===== config.mk =====
export PLATFORM = sky130hd
export DESIGN_NAME = ofs_plat_prim_fifo2_rr_mux
export DESIGN_NICKNAME = d
export VERILOG_FILES = /design/src/rtl/ofs_plat_prim_fifo2_rr_mux.sv
export SDC_FILE = /design/constraint.sdc
export NUM_CORES = 1
export LEC_CHECK = 0
export BUFFER_PORTS_ARGS = -buffer_cell sky130_fd_sc_hd__buf_4
export CAP_MARGIN = 20
export CORE_ASPECT_RATIO = 1.1
export CORE_MARGIN = 1.5
export CORE_UTILIZATION = 40
export CTS_CLUSTER_DIAMETER = 100
export CTS_CLUSTER_SIZE = 28
export DETAILED_ROUTE_END_ITERATION = 8
export SLEW_MARGIN = 20
export SYNTH_ARGS = -nofsm -noshare
export SYNTH_HDL_FRONTEND = slang
export SYNTH_SLANG_ARGS = --single-unit
export TNS_END_PERCENT = 30

===== constraint.sdc =====
create_clock -name clk -period 3.9 [get_ports clk]
set_clock_uncertainty 0.15 [all_clocks]
set_input_delay 0.975 -clock clk [delete_from_list [all_inputs] [get_ports clk]]
set_output_delay 0.975 -clock clk [all_outputs]
set_load 0.005 [all_outputs]

===== src/rtl/ofs_plat_prim_fifo2_rr_mux.sv =====
`default_nettype none
// =============================================================================
// Module  : ofs_plat_prim_fifo2_rr_mux
// Brief   : Per-source FIFO2 skid buffers merged by a packet-locked round-robin
//           arbiter into a single FIFO2-style output stage.
// Revision: 1.0
// =============================================================================
module ofs_plat_prim_fifo2_rr_mux #(
   parameter int N_SOURCES   = 4,
   parameter int N_DATA_BITS = 32,
   localparam int SRC_W      = $clog2((N_SOURCES > 1) ? N_SOURCES : 2)
) (
   input  logic                                  clk,
   input  logic                                  reset_n,
   input  logic [N_SOURCES-1:0][N_DATA_BITS-1:0] in_data,
   input  logic [N_SOURCES-1:0]                  in_eop,
   input  logic [N_SOURCES-1:0]                  in_enq_en,
   output logic [N_SOURCES-1:0]                  in_notFull,
   output logic [N_DATA_BITS-1:0]                out_first,
   output logic                                  out_eop,
   output logic [SRC_W-1:0]                      out_src,
   output logic                                  out_notEmpty,
   input  logic                                  out_deq_en
);

   localparam int BW = N_DATA_BITS + 1;   // {eop, data}
   localparam int OW = SRC_W + BW;        // {src, eop, data}

   logic [N_SOURCES-1:0]          src_v1;
   logic [N_SOURCES-1:0][BW-1:0]  src_head;

   logic                          grant_any;
   logic [SRC_W-1:0]              grant_src;
   logic [BW-1:0]                 grant_head;
   logic                          move;

   logic                          lock_vld_q, lock_vld_d;
   logic [SRC_W-1:0]              lock_src_q, lock_src_d;
   logic [SRC_W-1:0]              rr_q, rr_d;

   logic                          out_v0_q, out_v0_d, out_v1_q, out_v1_d;
   logic [OW-1:0]                 out_d0_q, out_d0_d, out_d1_q, out_d1_d;
   logic [OW-1:0]                 out_beat;

   // Slot 1 is the head, slot 0 the skid entry; notFull reflects slot 0 only.
   for (genvar s = 0; s < N_SOURCES; s++) begin : g_src
      logic          v0_q, v0_d, v1_q, v1_d;
      logic [BW-1:0] d0_q, d0_d, d1_q, d1_d;
      logic          enq, deq;
      logic [BW-1:0] enq_beat;

      assign enq        = in_enq_en[s];
      assign enq_beat   = {in_eop[s], in_data[s]};
      assign deq        = move && (grant_src == SRC_W'(s));
      assign src_v1[s]   = v1_q;
      assign src_head[s] = d1_q;
      assign in_notFull[s] = !v0_q;

      always_comb begin
         v0_d = v0_q;
         v1_d = v1_q;
         d0_d = d0_q;
         d1_d = d1_q;
         if (deq || !v1_q) begin
            v1_d = v0_q | enq;
            d1_d = v0_q ? d0_q : enq_beat;
            v0_d = v0_q & enq;
            d0_d = enq_beat;
         end else if (enq) begin
            v0_d = 1'b1;
            d0_d = enq_beat;
         end
      end

      always_ff @(posedge clk) begin
         d0_q <= d0_d;
         d1_q <= d1_d;
         if (!reset_n) begin
            v0_q <= 1'b0;
            v1_q <= 1'b0;
         end else begin
            v0_q <= v0_d;
            v1_q <= v1_d;
         end
         if (reset_n) begin
            assert (!(enq && v0_q)) else $fatal(1, "enqueue to full source buffer");
         end
      end
   end

   // A held lock pins the grant to its source even while that source is empty.
   always_comb begin
      int idx;
      idx       = 0;
      grant_any = 1'b0;
      grant_src = lock_src_q;
      if (lock_vld_q) begin
         grant_any = src_v1[lock_src_q];
      end else begin
         for (int i = N_SOURCES - 1; i >= 0; i--) begin
            idx = int'(rr_q) + i;
            if (idx >= N_SOURCES) idx = idx - N_SOURCES;
            if (src_v1[idx]) begin
               grant_any = 1'b1;
               grant_src = SRC_W'(idx);
            end
         end
      end
   end

   assign grant_head = src_head[grant_src];
   assign move       = grant_any && (!out_v0_q || out_deq_en);
   assign out_beat   = {grant_src, grant_head};

   always_comb begin
      lock_vld_d = lock_vld_q;
      lock_src_d = lock_src_q;
      rr_d       = rr_q;
      if (move) begin
         if (grant_head[BW-1]) begin
            lock_vld_d = 1'b0;
            rr_d       = (int'(grant_src) == N_SOURCES - 1) ? '0 : grant_src + SRC_W'(1);
         end else begin
            lock_vld_d = 1'b1;
            lock_src_d = grant_src;
         end
      end
   end

   always_comb begin
      out_v0_d = out_v0_q;
      out_v1_d = out_v1_q;
      out_d0_d = out_d0_q;
      out_d1_d = out_d1_q;
      if (out_deq_en || !out_v1_q) begin
         out_v1_d = out_v0_q | move;
         out_d1_d = out_v0_q ? out_d0_q : out_beat;
         out_v0_d = out_v0_q & move;
         out_d0_d = out_beat;
      end else if (move) begin
         out_v0_d = 1'b1;
         out_d0_d = out_beat;
      end
   end

   always_ff @(posedge clk) begin
      out_d0_q <= out_d0_d;
      out_d1_q <= out_d1_d;
      if (!reset_n) begin
         out_v0_q   <= 1'b0;
         out_v1_q   <= 1'b0;
         lock_vld_q <= 1'b0;
         lock_src_q <= '0;
         rr_q       <= '0;
      end else begin
         out_v0_q   <= out_v0_d;
         out_v1_q   <= out_v1_d;
         lock_vld_q <= lock_vld_d;
         lock_src_q <= lock_src_d;
         rr_q       <= rr_d;
      end
      if (reset_n) begin
         assert (!(out_deq_en && !out_v1_q)) else $fatal(1, "dequeue from empty output stage");
      end
   end

   assign out_notEmpty = out_v1_q;
   assign {out_src, out_eop, out_first} = out_d1_q;

endmodule
`default_nettype wire


-- Yosys cells after proc, flatten, opt, wreduce, memory -nomap -nowiden
Index checks and enable logic that the tools add are counted.
- mux-type cells: 61
- bitwise logic cells: 11
- magnitude comparators: 10
- add/subtract/negate cells: 8
- reductions and logical operators: 29
- equality and inequality tests: 4
- operator list (kind ; count):
    33-bit two-way mux ; 13
    32-bit two-way mux ; 8
    32-bit by 4-bit less-than comparator with 1-bit output (second input constant) ; 4
    35-bit two-way mux ; 3
    33-bit binary-select mux with 2-bit select ; 1
    1-bit two-way mux ; 25
    2-bit two-way mux ; 6
    3-bit by 3-bit subtractor with 4-bit output (second input constant) ; 3
    1-bit binary-select mux with 2-bit select ; 5
    1-bit logical NOT ; 10
    2-bit nonzero test ; 5
    3-bit greater-or-equal comparator (second input constant) ; 3
    2-bit by 2-bit adder with 3-bit output (second input constant) ; 2
    1-bit logical OR ; 6
    2-bit by 3-bit less-than comparator with 1-bit output (second input constant) ; 2
    1-bit bitwise AND ; 5
    1-bit logical AND ; 5
    1-bit bitwise OR ; 5
    2-bit by 1-bit == test with 1-bit output (second input constant) ; 2
    2-bit == test (second input constant) ; 2
    2-bit AND reduction ; 2
    2-bit by 3-bit subtractor with 4-bit output (second input constant) ; 1
    2-bit by 1-bit adder with 3-bit output (second input constant) ; 1
    2-bit by 3-bit greater-or-equal comparator with 1-bit output (second input constant) ; 1
    3 further kinds ; 3
- input port bits: 139
- flip-flop bits (word level): 349
- word-level logic and storage cells: 146

-- Logic depth before layout (Yosys ltp)
Gate-level depths: netlist of the first run.
- word-level depth: 16
- mapped depth: 9
- depth with buffers taken out: 7

-- Worst setup path before layout of the first run
Ideal clock, no wire load.
- path kind: input to register
- start point: input port out_deq_en
- end point: register g_src[0].d0_q[0] (enable)
- stages on the path: 5
- data arrival time: 3.416 ns
- path slack: -0.062 ns
- path buffers: 0
- setup time: 0.395 ns
- required time: 3.355 ns
- cells stage by stage: nand2b_1 > a21boi_1 > o21ai_2 > o31ai_4 > nand2b_1
- word-level cells in the longest chain between the ends: 5
- ends and longest elaborated chain (what ; RTL line ; RTL):
    start: declaration ; 23 ; input logic out_deq_en
    1-bit logical OR ; 112 ; assign move = grant_any && (!out_v0_q || out_deq_en);
    1-bit logical AND ; 112 ;
    1-bit logical AND ; 54 ; assign deq = move && (grant_src == SRC_W'(s));
    1-bit logical OR ; 64 ; if (deq || !v1_q) begin
    2-bit nonzero test (no line) ; - ;
    end signal: assignment ; 76 ; d0_q <= d0_d;
    end: declaration ; 48 ; logic [BW-1:0] d0_q, d0_d, d1_q, d1_d;
Every way passes these cells.
A chain may end at the register's enable or synchronous reset.

-- Worst setup path in the final report of the first run
- start point: register g_src[2].v1_q
- end point: register g_src[2].d0_q[6] (enable)
- word-level cells in the longest chain between the ends: 12
- ends and longest elaborated chain (what ; RTL line ; RTL):
    start: declaration ; 47 ; logic v0_q, v0_d, v1_q, v1_d;
    start signal: assignment ; 83 ; v1_q <= v1_d;
    1-bit binary-select mux with 2-bit select ; 103 ; if (src_v1[idx]) begin
    1-bit two-way mux (not written as such) (2 in a row) ; 103 ;
    2-bit two-way mux (3 in a row) ; 103 ;
    2-bit two-way mux (*) ; 103 ;
    2-bit two-way mux (*) ; 97 ; if (lock_vld_q) begin
    via grant_src[0] ; 33 ; logic [SRC_W-1:0] grant_src;
    2-bit == test (*) ; 54 ;
    1-bit logical AND (*) ; 54 ;
    1-bit logical OR (*) ; 64 ;
    2-bit nonzero test (no line) (*) ; - ;
    end signal: assignment ; 76 ;
    end: declaration ; 48 ;
The timed path passes the listed nets; every way through them passes the cells marked *. The select of a mux whose other input is x is not followed.

==> results of run 1 <==
[layout by cell type, fill, tap and decap left out, drive strengths merged, types with 5 or more instances in the layout]
cell type and n:
edfxtp 334, buf 198, mux2 133, mux2i 100, inv 49, a21oi 42
a22o 32, clkbuf 26, dfxtp 15, nand2 14, nor2 11, o21ai 8
nor3 5, nand2b 5
[state kept, by name (all words and copies together) (netlist names), 2 cells and up]
name,count
g_src.d0_q,132
lock_src_q,2
out_d0_q,35
out_d1_q,35
g_src.d1_q,132
g_src.v1_q,4
rr_q,2
g_src.v0_q,4
[metal layers]
layer  global-route usage, %  share of wire [%]  up-vias
li1                        -                  -     3472
met1                    23.2                 44     3728
met2                    28.3                 50      185
met3                    1.95                3.6       34
met4                    3.84                1.9        0
met5                       0                  0        -
[worst max-delay path: cells and delay by family (launching register included)]
kind | cells | cell delay (ns)
buffers and inverters | 2 | 0.58
AO/OA/AOI/OAI | 3 | 1.01
AND/OR/NAND/NOR | 2 | 0.49
flip-flops | 1 | 0.43
[logic make-up (layout without fill, tap and decap cells)]
kind of cell,after synthesis,count (layout),share of synthesized area [%]
adder cells (fa/ha/maj),2,2,0.150
multiplexers,234,234,17.8
buffers and inverters,89,275,2.65
AND/OR/NAND/NOR,40,40,1.34
flip-flops,349,349,72.9
AO/OA/AOI/OAI,100,100,5.11
[power by group through the flow]
| stage | clock network, mW | registers [mW] | logic (mW) |
|---|---|---|---|
| 4_1_cts | 2.03 | 5.77 | 3.26 |
| 3_5_place_dp | 0 | 5.84 | 3.25 |
| 2_1_floorplan | 0 | 5.71 | 2.08 |
| 6_report | 1.96 | 5.77 | 3.19 |
| 5_1_grt | 2.15 | 5.86 | 3.49 |
| 3_3_place_gp | 0 | 5.84 | 3.21 |
[through the flow]
stage / utilization, % / instances / hold slack (ns) / instance area [µm²]
2_1_floorplan: - / 814 / 0.306 / 14200
3_3_place_gp: 45.8 / 1416 / 0.335 / 16000
3_5_place_dp: 45.8 / 1416 / 0.347 / 16000
4_1_cts: 47.2 / 1444 / 0.362 / 16500
5_1_grt: 47.2 / 1444 / 0.385 / 16500
6_report: 47.2 / 1444 / 0.359 / 16500
[path summary, 6_finish.rpt]
path,from,endpoint,depth (start not counted),slack (ns)
worst max register to register,g_src[2].v1_q,g_src[2].d0_q[6],7,0.86
worst min-delay path,lock_src_q[0],lock_src_q[0],2,0.36
worst min register to register,lock_src_q[0],lock_src_q[0],2,0.36
worst max-delay path,g_src[2].v1_q,g_src[2].d0_q[6],7,0.86
[layout make-up]
class / count / area [µm²] / area share (%)
clock inverters: 2 / 16.3 / 0.0984
multi-input cells: 376 / 3470 / 21.0
repair buffers: 198 / 1510 / 9.14
flip-flops and latches: 349 / 10300 / 62.5
clock buffers: 26 / 469 / 2.84
inverters: 49 / 186 / 1.13
well taps: 444 / 556 / 3.36
==> impl_summary.txt, run 1 <==
----------------------------------------------------
[Status]
  Outcome ... finished clean

[Yosys]
  Count of distinct cell types in the synthesized netlist ... 46
  Number of synthesized register bits ... 349
  Syn_area_per_cell ... 17.4 µm²
  Asr flop ratio synth ... 0%
  List of most frequent post-synthesis cells ... 334 x sky130_fd_sc_hd__edfxtp_1, 133 x sky130_fd_sc_hd__mux2_2, 100 x sky130_fd_sc_hd__mux2i_1
  Seq/Total Area, Yosys ... about 73%
  Instance count of the mapped netlist ... 814
  Number of enable-type register cells in the synthesized netlist ... 334
  Nets in the synthesized netlist ... 953
  Library cell with the highest instance count after synthesis ... sky130_fd_sc_hd__edfxtp_1
  Ys flop type ... sky130_fd_sc_hd__edfxtp_1
  Cell Area, Synth ... approximately 0.014 mm²
  Synth top area share ... 70.8%
  Top cells by area, synth ... sky130_fd_sc_hd__edfxtp_1 71%, sky130_fd_sc_hd__mux2_2 11%, sky130_fd_sc_hd__mux2i_1 7.1%
  Cell type with the largest total area after synthesis ... sky130_fd_sc_hd__edfxtp_1
  Total of warnings raised by yosys ... 0

[Die]
  IO Pins ... 179
  Width of the die ... 182 µm
  Starting Density ... 40.4%
  Row count ... 72
  Core region area ... between 0.03 and 0.04 mm²
  Vertical die dimension ... 200 µm
  Area of the die ... 0.0365 mm²

[Setup path]
  Critical path start-end classification ... flip-flop to flip-flop
  Critical path data arrival time ... just over 3 ns
  Critical path required time ... 3.91 ns
  Largest stage delay on the critical path ... 0.44 ns
  Crit path launch type ... flip-flop
  Standard cell with the maximum stage delay on the critical path ... sky130_fd_sc_hd__o22a_2
  Critical path capture point type ... flip-flop
  Critical path fanouts, max ... 33
  Cell breakdown of the critical path ... or3b_1 > a31oi_1 > o22a_2 > inv_2 > o31a_1 > nand2b_1 > buf_4

[Final layout]
  Antenna Cells ... 0
  Fillers ... around 3000
  Share of final-layout standard cells stronger than drive strength 1 ... 36.9%
  Area added between synthesis and finish ... 16.8%
  Net count, final ... about 1100

[Global route]
  Global-route usage over all layers ... 16.7%
  Number of global-route vias before repair ... 7601
  First-pass GRT wire length ... 46100 µm
  Antenna violations before repair ... 0
  Remaining global-route overflow ... 0
  Pin count of the biggest net entering global routing ... 41

[STA]
  Post-layout min period ... 3.04 ns
  Post-layout worst setup margin ... approximately 0.86 ns
  Number of max-slew violations in the final report ... 0
  Endpoints failing hold ... 0
  Setup repair after global routing missed its margin ... false
  Final period util ... 77.9%
  Setup tns final ... 0 ns
  Worst slew margin ... 56.1%
  Max Fclk ... 329 MHz
  Transition time at the pin with the least slew margin ... 0.658 ns
  Final setup fails ... 0

[Detailed routing]
  First-pass detailed-route iteration total ... 5
  Final wirelength ... 30300 µm
  Wirelength per Cell ... 21.0 µm
  Total vias in the final route ... about 7400
  Number of nets with antenna violations after routing ... 0
  Iteration-0 DRC Markers ... between 600 and 700
  Per-cell via count in the routed design ... 5.14
  Count of unresolved DRC violations after routing ... 0

[Clocking]
  CTS max path bufs ... 3
  Setup Fix Bufs, Post-CTS ... 0
  Hold bufs inserted after CTS ... 0
  Post-CTS resize count ... 0
  Worst skew pair latency ... about 0.51 ns
  Clock tree from TritonCTS ... built
  Clk root buf ... sky130_fd_sc_hd__clkbuf_16
  Number of clock buffers inserted by TritonCTS ... 16
  Clock Pin Slew Worst Setup and Hold Paths ... approximately 0.11 ns
  Sink Count ... 349
  Level count of the clock H-tree ... 1

[Power and ir drop]
  Part of the total power dissipated in combinational logic ... between 20% and 30%
  Total power ... 10.9 mW
  Total power divided by cell area ... 660 mW/mm²
  Fraction of power consumed by sequential logic ... 52.8%
  Net Switching ... roughly 3.3 mW
  Proportion of total power due to net switching ... 30.3%
  Leakage power figure ... 6.28 nW
  Portion of total power attributed to the clock network ... 18.0%
  Peak supply drop ... 0.000346 V
  P_int ... 7.62 mW

[Place]
  Routability-driven placement congestion ratio ... 0.844
  DPL Wire Length ... 20800 µm
  Number of buffers inserted by port buffering ... 178
  Post-place setup slack ... about 0.83 ns

[Worst hold path]
  Hold crit path type ... flip-flop to flip-flop

[Job]
  Count of maximum capacitance violations ... 0

----------------------------------------------------
Power figures use the tool's default switching activity.
==> run 2, diff against run 1 <==
- clock period: 3.9 -> 2.9 ns (I/O delays scaled with it)
==> run 2 against run 1 <==
Effect of this change:
- non-clock buffer count grew 5
- register-to-register slack lost 0.68 ns
- die area is the same
- combinational power grew 41%
- worst hold slack lost 0.12 ns
- largest power group unchanged
==> impl_summary.txt, run 2 (same netlist as run 1, synthesis figures left out) <==
----------------------------------------------------
[Setup path]
  Number of buffer and inverter instances along the worst setup path ... 3
  Crit path launch type ... flip-flop
  Worst reg2reg endpoint ... out_d0_q[14]
  Critical Path Sink ... out_d0_q[14]
  Critical path data arrival time ... between 2 and 3 ns
  Largest stage delay on the critical path ... roughly 0.48 ns
  Critical path capture point type ... flip-flop
  R2R depth ... 7
  Total number of cells along the worst setup path ... 7
  Critical path start-end classification ... flip-flop to flip-flop
  Cell seen most often among critical-path stages ... sky130_fd_sc_hd__mux2i_1
  Standard cell with the maximum stage delay on the critical path ... sky130_fd_sc_hd__dfxtp_1
  Critical path fanouts, max ... 35
  Critical path required time ... 3.00 ns
  Worst R2R Start ... rr_q[1]
  Cell breakdown of the critical path ... inv_1 > a221oi_2 > a21oi_2 > inv_4 > buf_12 > mux2i_1 > mux2i_1
  Critical path origin ... rr_q[1]
  Kind of cell with the highest combined delay on the critical path ... buffers and inverters
  Flop2flop setup slack ... 0.18 ns

[STA]
  Transition time at the pin with the least slew margin ... approximately 0.67 ns
  Worst Hold Margin ... 0.236 ns
  Post-layout min period ... between 2 and 3 ns
  Max Fclk ... 368 MHz
  Final period util ... 93.7%
  Worst slew margin ... 55.1%
  Setup repair after global routing missed its margin ... false
  Final setup fails ... 0
  Endpoints failing hold ... 0
  Number of max-slew violations in the final report ... 0

[Final layout]
  Multi-input gate area ... 0.00347 mm²
  Commonest cells after routing, fill and taps aside ... 334 x sky130_fd_sc_hd__edfxtp_1, 189 x sky130_fd_sc_hd__buf_4, 133 x sky130_fd_sc_hd__mux2_2
  Antenna Cells ... 0
  Area added between synthesis and finish ... 18.0%
  Registers with the most flip-flops ... g_src.d0_q: 132 flops, g_src.d1_q: 132 flops
  Net count, final ... 1134
  Flip-flop and latch area ... 0.0103 mm²
  Leading cell type in the layout, fill and taps excluded ... sky130_fd_sc_hd__edfxtp_1
  Share of final-layout standard cells stronger than drive strength 1 ... 37.3%
  Share of the core filled with cells in the final layout ... 47.7%
  Fillers ... about 3000

[Detailed routing]
  Final wirelength ... 31400 µm
  Iteration-0 DRC Markers ... between 600 and 700
  Wirelength per Cell ... about 22 µm
  Per-cell via count in the routed design ... 5.16
  Count of unresolved DRC violations after routing ... 0
  Number of nets with antenna violations after routing ... 0
  First-pass detailed-route iteration total ... 5
  Total vias in the final route ... 7458

[Clocking]
  Hold bufs inserted after CTS ... 0
  Clock Pin Slew Worst Setup and Hold Paths ... 0.11 ns
  Clk root buf ... sky130_fd_sc_hd__clkbuf_16
  CTS max path bufs ... 3
  Sink Count ... 349
  Number of clock buffers inserted by TritonCTS ... 16
  Clock tree from TritonCTS ... built
  Post-CTS resize count ... 0
  Setup Fix Bufs, Post-CTS ... 0
  Level count of the clock H-tree ... 1
  Worst skew pair latency ... about 0.52 ns

[Power and ir drop]
  Leakage power figure ... 6.37 nW
  Total power ... 14.9 mW
  Peak supply drop ... 0.000455 V
  Total power divided by cell area ... 894 mW/mm²

[Die]
  IO Pins ... 179
  Row count ... 72
  Vertical die dimension ... 200 µm
  Area of the die ... ~0.037 mm²
  Width of the die ... 182 µm
  Starting Density ... 40.4%
  Core region area ... 0.0350 mm²

[Job]
  Count of maximum capacitance violations ... 0

[Place]
  Routability-driven placement congestion ratio ... about 0.85
  DPL Wire Length ... 21800 µm
  Number of buffers inserted by port buffering ... 178

[Global route]
  Pin count of the biggest net entering global routing ... 41
  Antenna violations before repair ... 0
  Remaining global-route overflow ... 0
  Global-route usage over all layers ... between 10% and 20%
  Number of global-route vias before repair ... ~7600
  First-pass GRT wire length ... 46300 µm

[Worst hold path]
  Hold crit path type ... input port to flip-flop
  Cells on Worst Hold Path ... 1

[Status]
  Outcome ... finished clean

----------------------------------------------------
run 2: how the worst min path moves through the flow:
stage	to	slack [ns]	start
after floorplan	lock_src_q[1]	0.31	lock_src_q[1]
after global placement	lock_src_q[1]	0.33	lock_src_q[1]
after detailed placement	lock_src_q[0]	0.34	lock_src_q[0]
after CTS	g_src[2].d0_q[7]	0.21	in_data[71]
after global routing	g_src[2].d0_q[20]	0.21	in_data[84]
final	g_src[2].d0_q[20]	0.24	in_data[84]
run 2: area by class of cell:
| cell class | instances | share of cell area, % |
|---|---|---|
| sequential | 349 | 61.8 |
| multi-input combinational | 376 | 20.8 |
| timing repair buffer | 203 | 10.1 |
| tap | 444 | 3.32 |
| clock buffer | 23 | 2.74 |
| inverter | 49 | 1.13 |
| clock inverter | 2 | 0.0973 |
run 2: per-stage QoR:
stage	setup slack, ns	cells	setup TNS, ns	instance area [µm²]
final	0.184	1446	0	16700
after global routing	0.0639	1446	0	16700
after CTS	0.125	1446	0	16700
after detailed placement	0.166	1421	0	16200
after global placement	0.223	1421	0	16200
after floorplan	-0.274	814	-9.03	14200
run 2: worst reg2reg max path: stages, from the launching register on:
cell and delay, ns:
sky130_fd_sc_hd__dfxtp_1 0.48, sky130_fd_sc_hd__inv_1 0.08, sky130_fd_sc_hd__a221oi_2 0.37, sky130_fd_sc_hd__a21oi_2 0.16, sky130_fd_sc_hd__inv_4 0.32, sky130_fd_sc_hd__buf_12 0.31
sky130_fd_sc_hd__mux2i_1 0.46, sky130_fd_sc_hd__mux2i_1 0.14
run 2: routing by layer:
metal / share of wire [%] / track usage (%) / vias to the layer above / wire length [µm]
met1: 42 / 22.1 / 3732 / 13300
met3: 4.9 / 2.65 / 33 / 1530
li1: - / - / 3482 / -
met2: 51 / 30.0 / 211 / 16000
met5: 0 / 0 / - / 0
met4: 1.7 / 3.57 / 0 / 546
run 2: where the power goes:
group | internal (mW) | switching, mW | total (mW)
Combinational | 1.98 | 2.51 | 4.49
Sequential | 7.27 | 0.522 | 7.80
Clock | 1.13 | 1.53 | 2.65
